$ cat src/rtl/ibex_csr_bank.sv
// ibex_csr_bank: small bank of NumRegs x Width control registers with
// write/set/clear operations, sticky per-register write lock, an optional
// inverted shadow copy per register, and a background scrubber that walks
// the bank and records the first register whose shadow disagrees.
//
// Ports:
//   clk_i, rst_i       clock, asynchronous active-high reset
//   addr_i             register select for read, write and lock
//   wr_en_i/wr_op_i    write request; op 00 write, 01 set, 10 clear, 11 reserved
//   wr_data_i          write operand
//   lock_i             lock the addressed register (until reset)
//   err_clr_i          clear the sticky scrub error
//   rd_data_o          addressed register (0 when addr out of range)
//   rd_error_o         addressed register fails its shadow check
//   wr_err_o           pulse, cycle after a rejected write
//   locked_o           per-register lock state
//   scrub_err_o        sticky background-check failure
//   scrub_idx_o        index of the first failing register
module ibex_csr_bank #(
    parameter int               Width      = 32,
    parameter int               NumRegs    = 4,
    parameter bit               ShadowCopy = 1'b1,
    parameter logic [Width-1:0] ResetValue = '0,
    localparam int              AddrW      = $clog2(NumRegs)
) (
    input  logic               clk_i,
    input  logic               rst_i,
    input  logic [AddrW-1:0]   addr_i,
    input  logic               wr_en_i,
    input  logic [1:0]         wr_op_i,
    input  logic [Width-1:0]   wr_data_i,
    input  logic               lock_i,
    input  logic               err_clr_i,
    output logic [Width-1:0]   rd_data_o,
    output logic               rd_error_o,
    output logic               wr_err_o,
    output logic [NumRegs-1:0] locked_o,
    output logic               scrub_err_o,
    output logic [AddrW-1:0]   scrub_idx_o
);

    logic [NumRegs-1:0][Width-1:0] reg_q;
    logic [NumRegs-1:0][Width-1:0] shadow_q;
    logic [NumRegs-1:0]            locked_q;
    logic                          wr_err_q;

    logic             in_range;
    logic [Width-1:0] cur_val;
    logic [Width-1:0] cur_shadow;
    logic             cur_locked;
    logic [Width-1:0] wr_next;
    logic             wr_ok;

    // Address decode done as a loop compare so non-power-of-two banks
    // reject the unused encodings without indexing past the array.
    always_comb begin
        in_range   = 1'b0;
        cur_val    = '0;
        cur_shadow = '0;
        cur_locked = 1'b0;
        for (int i = 0; i < NumRegs; i++) begin
            if (addr_i == AddrW'(i)) begin
                in_range   = 1'b1;
                cur_val    = reg_q[i];
                cur_shadow = shadow_q[i];
                cur_locked = locked_q[i];
            end
        end
    end

    always_comb begin
        wr_next = cur_val;
        unique case (wr_op_i)
            2'b00:   wr_next = wr_data_i;
            2'b01:   wr_next = cur_val | wr_data_i;
            2'b10:   wr_next = cur_val & ~wr_data_i;
            default: wr_next = cur_val;
        endcase
    end

    assign wr_ok = wr_en_i && in_range && !cur_locked && (wr_op_i != 2'b11);

    // Lock is evaluated against the pre-edge lock state, so a write in the
    // same cycle as the lock request still commits.
    always_ff @(posedge clk_i or posedge rst_i) begin
        if (rst_i) begin
            reg_q    <= {NumRegs{ResetValue}};
            locked_q <= '0;
            wr_err_q <= 1'b0;
        end else begin
            wr_err_q <= wr_en_i && !wr_ok;
            for (int i = 0; i < NumRegs; i++) begin
                if (addr_i == AddrW'(i)) begin
                    if (wr_ok)  reg_q[i]    <= wr_next;
                    if (lock_i) locked_q[i] <= 1'b1;
                end
            end
        end
    end

    assign rd_data_o = cur_val;
    assign wr_err_o  = wr_err_q;
    assign locked_o  = locked_q;

    generate
        if (ShadowCopy) begin : g_shadow
            logic [AddrW-1:0] cnt_q;
            logic             mismatch;

            always_ff @(posedge clk_i or posedge rst_i) begin
                if (rst_i) begin
                    shadow_q <= {NumRegs{~ResetValue}};
                end else begin
                    for (int i = 0; i < NumRegs; i++) begin
                        if (wr_ok && addr_i == AddrW'(i)) shadow_q[i] <= ~wr_next;
                    end
                end
            end

            assign rd_error_o = in_range && (cur_val != ~cur_shadow);
            assign mismatch   = reg_q[cnt_q] != ~shadow_q[cnt_q];

            // A fresh mismatch outranks err_clr_i so a persistent fault is
            // never lost; the index then tracks the newly found register.
            always_ff @(posedge clk_i or posedge rst_i) begin
                if (rst_i) begin
                    cnt_q       <= '0;
                    scrub_err_o <= 1'b0;
                    scrub_idx_o <= '0;
                end else begin
                    cnt_q <= (cnt_q == AddrW'(NumRegs - 1)) ? '0 : cnt_q + AddrW'(1);
                    if (mismatch && (!scrub_err_o || err_clr_i)) begin
                        scrub_err_o <= 1'b1;
                        scrub_idx_o <= cnt_q;
                    end else if (err_clr_i) begin
                        scrub_err_o <= 1'b0;
                    end
                end
            end
        end else begin : g_no_shadow
            assign shadow_q    = '0;
            assign rd_error_o  = 1'b0;
            assign scrub_err_o = 1'b0;
            assign scrub_idx_o = '0;
        end
    endgenerate

endmodule

$ cat config.mk
export PLATFORM = sky130hd
export DESIGN_NAME = ibex_csr_bank
export DESIGN_NICKNAME = d
export VERILOG_FILES = /design/src/rtl/ibex_csr_bank.sv
export SDC_FILE = /design/constraint.sdc
export NUM_CORES = 1
export LEC_CHECK = 0
export BUFFER_PORTS_ARGS = -buffer_cell sky130_fd_sc_hd__buf_2
export CORE_MARGIN = 2
export CORE_UTILIZATION = 50
export DETAILED_ROUTE_END_ITERATION = 6
export HOLD_SLACK_MARGIN = 0.15
export PLACE_DENSITY = 0.68
export SYNTH_ARGS = -nofsm -noshare
export SYNTH_HDL_FRONTEND = slang
export SYNTH_SLANG_ARGS = --single-unit
export TNS_END_PERCENT = 100
$ cat constraint.sdc
create_clock -name clk_i -period 12.4 [get_ports clk_i]
set_input_delay 2.48 -clock clk_i [delete_from_list [all_inputs] [get_ports clk_i]]
set_output_delay 2.48 -clock clk_i [all_outputs]
set_load 0.005 [all_outputs]
==> summary.txt <==
STA
  – Fmax: 0.1230 GHz
  – Fin crit period: just over 8 ns
  – Max-Slew Margin vs Limit: around 35%
  – Slew @ Worst Pin: 0.9821 ns
  – WHS: 0.4827 ns
  – Finish-stage setup viols: 0
  – Final period util: 65.58%
  – Final clock skew: 0.01157 ns
  – Slew Viols, Final: 0
  – Final worst slack: between 4 and 5 ns
  – Post-Route Setup TNS: 0 ns
  – RSZ-0062 raised after global routing: no
  – Fin. Hold Viols: 0

Clocking
  – Post_cts resized: 0
  – CTS tree: built
  – Post-CTS Setup Inserts: 0
  – Clock Tree Root: clkbuf_16
  – Clock transition at path regs: about 0.060 ns
  – Max Root-Sink Buffers: 3
  – # hold bufs at CTS: 0
  – Htree depth: 1
  – Clock sink total: 266
  – Clk Latency, worst-skew pair: 0.55 ns
  – CTS buffer count: 29

Synthesis
  – Mapped Cells: around 1300
  – Syn_nets: 1336
  – Seq/Total Area, Yosys: between 50% and 60%
  – Flops & latches, synth: ~270
  – Avg Cell Area, Syn: about 11 um^2
  – Async SR Flop Fraction: 100.0%
  – Number of flops mapped to enable cells by yosys: 0
  – Synth Flop Type: dfrtp_1
  – Synth Cell Area: 13630 um^2
  – Ys Warns: 0
  – Synth unique cells: 35

Power
  – Maximum vdd drop: 112.8 uV
  – Switching share of power: 33.05%
  – Psw: roughly 0.0011 W
  – Pint: roughly 0.0021 W
  – Pwr Density: 209.4 nW/um^2
  – Seq pwr share: between 40% and 50%
  – Comb power frac: 27.7%
  – Clk network pwr share: 27.1%
  – Leak: 7.274 nW

Global routing
  – Vias in the first global route: 10186
  – GRT overflow: 0
  – Global-route wire length before repair: 59690 um
  – Global Route Usage Sum: 27.58%
  – Initial antenna violation count: 0
  – Largest net degree at the start of global routing: 128

Finish
  – Final nets: 1394
  – Filler cells: 2274
  – Share of cells above drive strength 1: 25.05%
  – Ant. Diodes: 0
  – Cell area after layout: about 15000 um^2
  – P&R area growth vs syn: 11.86%
  – Number of non-filler instances in the completed layout: 1714
  – Register Area: 6817 um^2
  – Multi-input logic area: 6396 um^2

Critical path
  – CP required: 9.92 ns
  – Crit path max fanout: 35
  – Crit. End Element: primary output
  – CP Launch Type: input port
  – CP max stage cell: buf_4
  – Critical Path Max Stage Delay: 0.62 ns
  – Crit-path leading delay family: buffers and inverters
  – Worst EP arrival: approximately 5.7 ns
  – Critical-path cell list: buf_4, buf_4, mux4_2, xor2_1, nand4_1, nor4_1, nand2_1, buf_2
  – Crit path kind: in -> out
  – CP bufs+invs: 3
  – Register-to-Register Setup Slack: 9.60 ns
  – CP dominant cell by count: buf_4

Placement
  – Port bufs: 81
  – Placed Instances: 1662
  – DP HPWL: 25370 um
  – Area after DPL: 14290 um^2
  – Gp weighted congestion: roughly 0.96
  – Place WS: ~4.3 ns

Hold path
  – Tightest Hold Check Type: reg -> reg

Outcome
  – Status: finished, final reports clean

Run
  – Max-Cap Viols: 0

Floorplanning
  – Core box area: 26880 um^2
  – Die Area: 28600 um^2
  – Initial Util: 50.73%
  – Die Span X: 169.1 um
  – Die height: 169.1 um
  – IO Pins: 82
  – Row count: 60

Routing
  – Post-Route WL: approximately 39000 um
  – Final antenna-violating net count: 0
  – Via-to-Cell Ratio: around 5.9
  – 1st-iter DRT viols: approximately 990
  – Vias: 10069
  – Mean routed wirelength per cell: 22.71 um
  – DRC viols: 0
  – Router iterations before antenna repair: 7
[per-stage QoR]
| step | power [W] | utilization (%) |
|---|---|---|
| CTS | 0.003201 | 56.74 |
| detailed placement | 0.002329 | 53.16 |
| global route | 0.003344 | 56.74 |
| global placement | 0.002303 | 53.16 |
| floorplan | 0.001990 | - |
| finish | 0.003193 | 56.74 |
[placed cells by master, fill, tap and decap left out, drive strengths merged]
cell    instances
nor3           11
a21o          128
clkbuf         47
nor2          386
bufinv          1
a21oi           1
nand3           8
dfrtp         138
dfstp         128
a22oi           2
xor2           88
a31o            2
o21ai          64
nand4          24
buf            94
mux4           65
and3            1
xnor2          72
a222oi          1
and2b           1
nand2b          2
or4             3
o21bai          2
ha              1
o32ai           1
nand2           6
clkinv          4
nor2b          34
mux2            2
inv            35
nor4           16
or3             5
[power groups by stage]
| stage | clock [W] | sequential [W] | combinational, W |
|---|---|---|---|
| floorplan | 0 | 0.00137 | 0.000619 |
| global placement | 0 | 0.00144 | 0.000863 |
| detailed placement | 0 | 0.00145 | 0.000879 |
| CTS | 0.000875 | 0.00144 | 0.000887 |
| global route | 0.000910 | 0.00147 | 0.000960 |
| finish | 0.000865 | 0.00144 | 0.000884 |
[cell type report]
class / instances / area share, %
Sequential cell: 266 / 44.70
Clock buffer: 47 / 5.990
Tap cell: 341 / 2.798
Timing Repair Buffer: 94 / 3.331
Clock inverter: 5 / 0.3282
Inverter: 35 / 0.9107
Multi-Input combinational cell: 926 / 41.94
[kinds of logic after synthesis]
group,Yosys count,share of synthesized area [%]
AND/OR/NAND/NOR,497,15.48
flip-flops,266,50.00
adder cells (fa/ha/maj),1,0.09176
AO/OA/AOI/OAI,201,9.921
buffers and inverters,102,3.267
multiplexers,67,10.96
XOR/XNOR,160,10.28
[metal layers]
| metal | global-route usage [%] | share of wire, % |
|---|---|---|
| met5 | 0 | 0 |
| met4 | 12.23 | 4.8 |
| met3 | 4.910 | 7.2 |
| met2 | 43.71 | 46 |
| met1 | 37.48 | 42 |
[sequential cells by signal, indices dropped and copies added, names as in the netlist]
name and count:
locked_o 4, scrub_idx_o 2, g_shadow.cnt_q 2, reg_q 128, scrub_err_o 1, shadow_q 128, wr_err_o 1
[synthesized netlist by cell type (24+ instances only)]
library cell  number  area (um^2)
nor2b_1           34        212.7
o21ai_0           64        320.3
dfrtp_1          138         3453
mux4_2            63         1419
clkbuf_1          33        123.9
xnor2_1           72        630.6
nand4_1           24        150.1
inv_1             34        127.6
xor2_1            88        770.7
nor2_1           386         1449
a21o_1           128        960.9
dfstp_2          128         3363
[worst reg2reg max path, cell delays in order, from the launching register on]
cell and delay, ns:
dfstp_2 0.56, xor2_1 0.29, nand4_1 0.18, or4_1 0.45, a222oi_1 0.43, o32ai_1 0.27
nand2_1 0.17, mux2_1 0.33
[worst paths after layout]
| kind | startpoint | end | depth (start not counted) |
|---|---|---|---|
| worst max-delay path | addr_i[0] | rd_error_o | 8 |
| worst min-delay path | scrub_idx_o[0] | scrub_idx_o[0] | 1 |
| worst max register to register | shadow_q[110] | scrub_idx_o[1] | 7 |
| worst min register to register | scrub_idx_o[0] | scrub_idx_o[0] | 1 |
| max in group asynchronous | rst_i | scrub_idx_o[1] | 3 |
| min in group asynchronous | rst_i | reg_q[107] | 2 |
No activity file was read; power rests on OpenSTA's default activity.
